$ cat src/rtl/alu_pkg.sv
// rtl/alu_pkg.sv - shared width and opcode constants for the registered ALU
package alu_pkg;

  localparam int WIDTH = 16;

  localparam logic [3:0] OP_NOP = 4'b0000;
  localparam logic [3:0] OP_ADD = 4'b0001;
  localparam logic [3:0] OP_SUB = 4'b0010;
  localparam logic [3:0] OP_MOV = 4'b0011;
  localparam logic [3:0] OP_CMP = 4'b0100;
  localparam logic [3:0] OP_AND = 4'b0101;
  localparam logic [3:0] OP_OR  = 4'b0110;
  localparam logic [3:0] OP_XOR = 4'b0111;
  localparam logic [3:0] OP_NOT = 4'b1000;
  localparam logic [3:0] OP_SHL = 4'b1001;
  localparam logic [3:0] OP_SHR = 4'b1010;
  localparam logic [3:0] OP_ASR = 4'b1011;

endpackage

$ cat src/rtl/alu_comb.sv
// rtl/alu_comb.sv - combinational opcode decode and next-value compute for the ALU
module alu_comb #(
  parameter int WIDTH = alu_pkg::WIDTH
) (
  input  logic [WIDTH-1:0] i_a,
  input  logic [WIDTH-1:0] i_b,
  input  logic [3:0]       i_cop,
  output logic [WIDTH-1:0] o_result,
  output logic             o_ovf,
  output logic             o_hold
);
  import alu_pkg::*;

  logic [WIDTH:0]     w_sum;
  logic [WIDTH:0]     w_diff;
  logic [3:0]         w_sh;
  logic [2*WIDTH-1:0] w_shl;

  // One extra bit on add/sub carries the carry-out or the borrow.
  assign w_sum  = {1'b0, i_a} + {1'b0, i_b};
  assign w_diff = {1'b0, i_a} - {1'b0, i_b};
  assign w_sh   = i_b[3:0];
  // Double-width left shift keeps the bits pushed out of the top for the overflow flag.
  assign w_shl  = {{WIDTH{1'b0}}, i_a} << w_sh;

  // Decode the opcode into the next register value; NOP and reserved codes only raise hold.
  always_comb begin
    o_result = '0;
    o_ovf    = 1'b0;
    o_hold   = 1'b0;
    case (i_cop)
      OP_ADD: {o_ovf, o_result} = w_sum;
      OP_SUB: {o_ovf, o_result} = w_diff;
      OP_MOV: o_result = i_a;
      OP_CMP: o_result = {{(WIDTH-2){1'b0}}, (i_a < i_b), (i_a == i_b)};
      OP_AND: o_result = i_a & i_b;
      OP_OR:  o_result = i_a | i_b;
      OP_XOR: o_result = i_a ^ i_b;
      OP_NOT: o_result = ~i_a;
      OP_SHL: begin
        o_result = w_shl[WIDTH-1:0];
        o_ovf    = |w_shl[2*WIDTH-1:WIDTH];
      end
      OP_SHR: o_result = i_a >> w_sh;
      OP_ASR: o_result = $unsigned($signed(i_a) >>> w_sh);
      default: o_hold = 1'b1;
    endcase
  end

endmodule

$ cat src/rtl/alu.sv
// rtl/alu.sv - 16-bit registered ALU with one-cycle latency and asynchronous reset
module alu #(
  parameter int WIDTH = alu_pkg::WIDTH
) (
  input  logic             clk,
  input  logic             reset,
  input  logic [WIDTH-1:0] reg_A,
  input  logic [WIDTH-1:0] reg_B,
  input  logic [3:0]       cop,
  output logic [WIDTH-1:0] result,
  output logic             OVF
);

  logic [WIDTH-1:0] r_result;
  logic             r_ovf;
  logic [WIDTH-1:0] w_next_result;
  logic             w_next_ovf;
  logic             w_hold;

  alu_comb #(.WIDTH(WIDTH)) u_comb (
    .i_a      (reg_A),
    .i_b      (reg_B),
    .i_cop    (cop),
    .o_result (w_next_result),
    .o_ovf    (w_next_ovf),
    .o_hold   (w_hold)
  );

  // Output register: cleared at once by reset, otherwise loads unless the opcode says hold.
  always_ff @(posedge clk or posedge reset) begin
    if (reset) begin
      r_result <= '0;
      r_ovf    <= 1'b0;
    end else if (!w_hold) begin
      r_result <= w_next_result;
      r_ovf    <= w_next_ovf;
    end
  end

  assign result = r_result;
  assign OVF    = r_ovf;

endmodule

$ cat config.mk
export PLATFORM = sky130hd
export DESIGN_NAME = alu
export DESIGN_NICKNAME = d
export VERILOG_FILES = /design/src/rtl/alu_pkg.sv /design/src/rtl/alu_comb.sv /design/src/rtl/alu.sv
export SDC_FILE = /design/constraint.sdc
export NUM_CORES = 1
export LEC_CHECK = 0
export BUFFER_PORTS_ARGS = -buffer_cell sky130_fd_sc_hd__buf_4
export CORE_ASPECT_RATIO = 1.2
export CORE_MARGIN = 2
export CORE_UTILIZATION = 45
export CTS_CLUSTER_DIAMETER = 200
export DETAILED_ROUTE_END_ITERATION = 16
export GPL_TIMING_DRIVEN = 0
export SYNTH_ARGS = -nofsm -noshare
export SYNTH_HDL_FRONTEND = slang
export SYNTH_SLANG_ARGS = --single-unit
export TNS_END_PERCENT = 30
$ cat constraint.sdc
create_clock -name clk -period 2.4 [get_ports clk]
set_input_delay 0.12 -clock clk [delete_from_list [all_inputs] [get_ports clk]]
set_output_delay 0.12 -clock clk [all_outputs]
set_load 0.05 [all_outputs]
After elaboration in Yosys (flattened, before gate mapping)
Cells that the tools add are included.
Word-level totals
  output and inout port bits: 17
  bits of input ports: 38
  register bits: 17
  word-level logic and storage cells: 28
Operators by class
  add/sub/neg operators: 2
  shift-type cells: 3
  magnitude comparators: 1
  bitwise operators: 4
  multiplexer cells: 2
  reductions and logical operators: 2
  equality and inequality tests: 12
Operator list (count)
  16-bit one-hot mux with 11 select lines: 1
  16-bit by 4-bit << shifter with 32-bit output: 1
  16-bit by 16-bit adder with 17-bit output: 1
  16-bit by 16-bit subtractor with 17-bit output: 1
  16-bit bitwise AND: 1
  16-bit == test: 1
  4-bit by 3-bit == test with 1-bit output (second input constant): 4
  4-bit == test (second input constant): 4
  16-bit less-than comparator: 1
  16-bit NOT: 1
  16-bit OR: 1
  16-bit OR reduction: 1
  16-bit by 4-bit >> shifter with 16-bit output: 1
  16-bit by 4-bit >>> shifter with 16-bit output: 1
  16-bit bitwise XOR: 1
  11-bit OR reduction: 1
  4-bit by 2-bit == test with 1-bit output (second input constant): 2
  4-bit by 1-bit == test with 1-bit output (second input constant): 1
  1-bit one-hot mux with 3 select lines: 1

Logic depth before layout (Yosys ltp)
  depth after elaboration: 3
  depth in mapped cells: 13
  depth with buffers taken out: 11

Cells and area by module
A second synthesis with hierarchy kept.
Second synthesis, totals
  cell total of the unflattened synthesis: 686
  area, all modules: 5076.1 um^2
Modules (own cells, without submodules)
  alu_comb: sequential area each 0.0 um^2, cells each 649, area each 4386.7 um^2, instances 1
  alu: sequential area each 425.4 um^2, cells each 37, area each 689.4 um^2, instances 1

Least setup slack after synthesis
Ideal clock, no wire load.
  path kind: input port to flip-flop
  from: input reg_B[1]
  to: register r_result[14], in the netlist result[14]
  path buffers: 3
  path slack: -244 ps
  setup time: 82 ps
  data arrival time: 2562 ps
  required time: 2318 ps
  cell stages on the path: 12
  cell sequence: buf_6 > buf_4 > buf_4 > inv_1 > fa_1 > nor2b_1 > o221ai_1 > o41ai_2 > o41ai_2 > o31ai_1 > or3_1 > a31oi_1
On the way
  cells in the longest elaborated chain, start to end: 2
  elaborated cells on any way between the ends: 6
  those cells by class: add/sub: 2; shift: 3; mux: 1
RTL lines
  start: declaration: line alu.sv:8  | input logic [WIDTH-1:0] reg_B,
  16-bit by 16-bit subtractor with 17-bit output, or another cell as far along: line alu_comb.sv:21  | assign w_diff = {1'b0, i_a} - {1'b0, i_b};
  16-bit one-hot mux with 11 select lines (*): line alu_comb.sv:31  | case (i_cop)
  end signal: assignment: line alu.sv:35  | r_result <= w_next_result;
  end: declaration: line alu.sv:14  | logic [WIDTH-1:0] r_result;
Every way passes the cells marked *; elsewhere a longest branch is shown, timed or not.
A chain may end at the register's enable or synchronous reset.

Worst setup path after layout
  from: input reg_B[3]
  to: register r_result[13], in the netlist result[13]
Same word-level chain as after synthesis.

==> flow_metrics.tcl <==
set metrics [dict create \
    grt-ovfl-total 0 \
    core-area_sq_mm 0.0110 \
    ys_seq_area_frac 0.0834 \
    crit_family "compound AO/OA/AOI/OAI gates" \
    grt_setup_unrepaired "yes" \
    async_reset_ff_frac 1.00 \
    maxCapViolations 0 \
    wirelength_microns 23100 \
    maxSlewHeadroom 0.269 \
    start_util 0.462 \
    fin_skew_ns 0 \
    p_int_mw 1.13 \
    fin_crit_ns 2.42 \
    max_stage_delay_ns 0.37 \
    netSwitchingPower_mw 1.14 \
    first_global_vias 5882 \
    cts_hold_buf 0 \
    pwr-share-seq 0.159 \
    grt_usage 0.374 \
    synth_edf_count 0 \
    layout-drive-gt1-share 0.243 \
    synthesis.nets 789 \
    hold_violations 9 \
    synth-seq-cells 17 \
    setup_violations 3 \
    synth-xor-area-share 0.00343 \
    dp_hpwl_microns 18200 \
    cts_root_buf "clkbuf_16" \
    worstPathRequired_ns 2.54 \
    p_per_area_mw_per_mm2 364 \
    path_buf_inv 3 \
    synthDistinctLibCells 68 \
    hold_slack_ns -0.00867 \
    ys_warn_count 0 \
    crit_type "primary input to flip-flop" \
    antenna_left 0 \
    combPwrFrac 0.673 \
    synth_compound_area_frac 0.323 \
    cpMaxStageDelayCell "o32a_1" \
    via_count 6212 \
    antennaDiodeCount 0 \
    die_h_microns 121 \
    status "finished, violations left" \
    cts_tree "done" \
    maxSlewViolCount 0 \
    clockPowerShare 0.168 \
    worstMarginPinSlew_ns 1.08 \
    syn_area_sq_mm 0.00510 \
    antenna_found_initial 0 \
    fin_util 0.564 \
    cts_made_buffers 3 \
    setup_slack_ns -0.0229 \
    io_buffers 53 \
    die_x_microns 101 \
    hold_path.class "primary input to async pin" \
    h-tree-depth 1 \
    worst-path-max-fanout 11 \
    synthFlopType "dfrtp_1" \
    drt-pass1-iter-count 5 \
    fmax_mhz 413 \
    clk_path_buf_depth 2 \
    via_per_inst 6.93 \
    post-route-period-util 1.01 \
    switching_share 0.503 \
    synth_mux_area_frac 0.157 \
    grt_pass1_wl_microns 34500 \
    synth_area_per_cell_sq_um 7.29 \
    syn2layout_area_growth_pct 22.1 \
    yosys.area_share.adder 0.128 \
    leakage_nw 2.63 \
    insertion_delay_ns 0.26 \
    yosys.area_share.simple 0.212 \
    cp-end-kind "flip-flop" \
    rows 42 \
    violations "hold timing, setup timing" \
    nets 855 \
    synth_top_family_by_area "compound AO/OA/AOI/OAI gates" \
    clock_sinks 17 \
    wire_per_inst_microns 25.8 \
    syn_inst 700 \
    grt_max_degree 18 \
    totalNegativeSetupSlack_ns -0.0427 \
    cp.arrival_ns 2.56 \
    ios 55 \
    dieArea_sq_mm 0.0122 \
    cts.clk_slew.worst_paths_ns 0.07 \
    globalplace.congestion 1.00 \
    ir_drop_uv 204 \
    route.detailed.drc 0 \
    path_cells "buf_4 -> inv_1 -> buf_6 -> ha_4 -> nor4_4 -> o31a_1 -> nor3_4 -> o211ai_1 -> or4_4 -> a21oi_2 -> o32a_1" \
    start_kind "primary input" \
    drt-initial-drc-count 630 \
]
[state kept, by name (all words and copies together), names as in the netlist]
register  cells
result       16
OVF           1
[cell type report]
cell class	instances	area [sq um]
buffer	51	285
inverter	50	196
sequential	17	425
clock buffer	4	78.8
timing repair buffer	73	584
fill	1079	4810
tap	132	165
multi-input combinational	570	4490
[power by group through the flow]
stage	clock, mW	sequential, mW	combinational, mW
after floorplan	0	0.524	0.764
after global placement	0	0.364	1.36
after detailed placement	0	0.365	1.36
after CTS	0.372	0.360	1.43
after global routing	0.381	0.366	1.62
final	0.381	0.360	1.53
[cells by family (layout without fill, tap and decap cells)]
family,count (synthesis),count (layout)
buffers and inverters,113,178
muxes,52,52
DFF,17,17
xor gates and xnor gates,2,2
AOI/OAI and AO/OA,235,235
and+or+nand+nor,230,230
adders and majority gates,51,51
[placed cells by master, fill, tap and decap left out, types with 6 or more instances in the layout]
master	n
inv_1	47
buf_4	72
a211oi_1	16
mux2_2	11
o21ai_0	34
mux4_2	20
nor2b_1	9
nand2_1	55
clkbuf_1	23
nand3_1	17
o22ai_1	8
mux2i_1	19
nor2_1	84
nor3_1	12
a21oi_1	52
ha_1	42
dfrtp_1	17
and2_1	6
a31oi_1	17
o31ai_1	6
nand2b_1	10
buf_2	14
o211ai_1	8
[per-layer routing]
metal / vias up / share of wire / GRT usage
met2: 410 / 0.47 / 0.605
met1: 2999 / 0.40 / 0.491
li1: 2742 / - / -
met3: 61 / 0.091 / 0.0613
met4: 0 / 0.042 / 0.158
met5: - / 0 / 0
[per-stage QoR]
stage / total power [mW] / hold slack (ns) / setup WS [ns] / cell area, sq um / std cells
after global routing: 2.36 / 0.0656 / -0.111 / 6230 / 897
after floorplan: 1.29 / 0.0461 / -0.143 / 5170 / 700
after detailed placement: 1.73 / 0.316 / -1.19 / 5740 / 885
after CTS: 2.16 / 0.0326 / -0.00550 / 6010 / 890
after global placement: 1.72 / 0.302 / -1.27 / 5740 / 885
final: 2.27 / -0.00867 / -0.0229 / 6230 / 897
[worst reg2reg max path: stages, from the launching register on]
cell and delay [ns]:
dfrtp_1 0.38, a221oi_2 0.23, nand3_1 0.10
[path summary, 6_finish.rpt]
kind | startpoint | to | slack, ns | depth (start not counted)
setup / recovery | reg_B[3] | result[13] | -0.02 | 11
hold / removal | reset | result[9] | -0.009 | 2
setup reg to reg | OVF | OVF | 1.57 | 2
hold reg to reg | result[4] | result[4] | 0.50 | 1
max in group asynchronous | reset | OVF | 1.91 | 2
min in group clk | reg_B[15] | OVF | 0.31 | 4
[synth_stat cells, types with 4 or more instances]
master | count | area [sq um]
o32ai_1 | 5 | 43.8
mux4_2 | 20 | 450
a21o_1 | 4 | 30.0
a31oi_1 | 18 | 113
o32a_1 | 5 | 50.1
a22o_1 | 4 | 35.0
a32oi_1 | 4 | 35.0
clkbuf_1 | 34 | 128
or4_1 | 4 | 30.0
mux2i_1 | 20 | 200
and2_1 | 6 | 37.5
mux2_2 | 11 | 124
a21oi_1 | 55 | 275
o21bai_1 | 5 | 37.5
o21a_1 | 4 | 30.0
o31ai_1 | 9 | 67.6
buf_1 | 4 | 15.0
nand3_1 | 17 | 85.1
o221ai_1 | 6 | 52.6
ha_1 | 49 | 613
and3_1 | 4 | 25.0
o21ai_0 | 34 | 170
buf_2 | 19 | 95.1
or2_2 | 4 | 25.0
nand2b_1 | 10 | 62.6
nor4_1 | 4 | 25.0
or3_1 | 6 | 37.5
inv_1 | 50 | 188
a221oi_1 | 7 | 61.3
nor3_1 | 15 | 75.1
a211o_1 | 4 | 35.0
o211ai_1 | 8 | 60.1
o22ai_1 | 8 | 50.1
a311oi_1 | 5 | 43.8
buf_4 | 4 | 30.0
a211oi_1 | 19 | 143
o211a_1 | 4 | 40.0
dfrtp_1 | 17 | 425
nand2_1 | 55 | 206
nor2_1 | 84 | 315
nor2b_1 | 12 | 75.1
[repair_timing]
| item | CTS | global route |
|---|---|---|
| setup buffers | 10 | 9 |
| setup endpoints to repair | 16 | 14 |
| pin swaps | 9 | 10 |
| cloned | 1 | 0 |
| resized for setup | 33 | 45 |
Note: power is estimated with default switching activity, not from simulation.
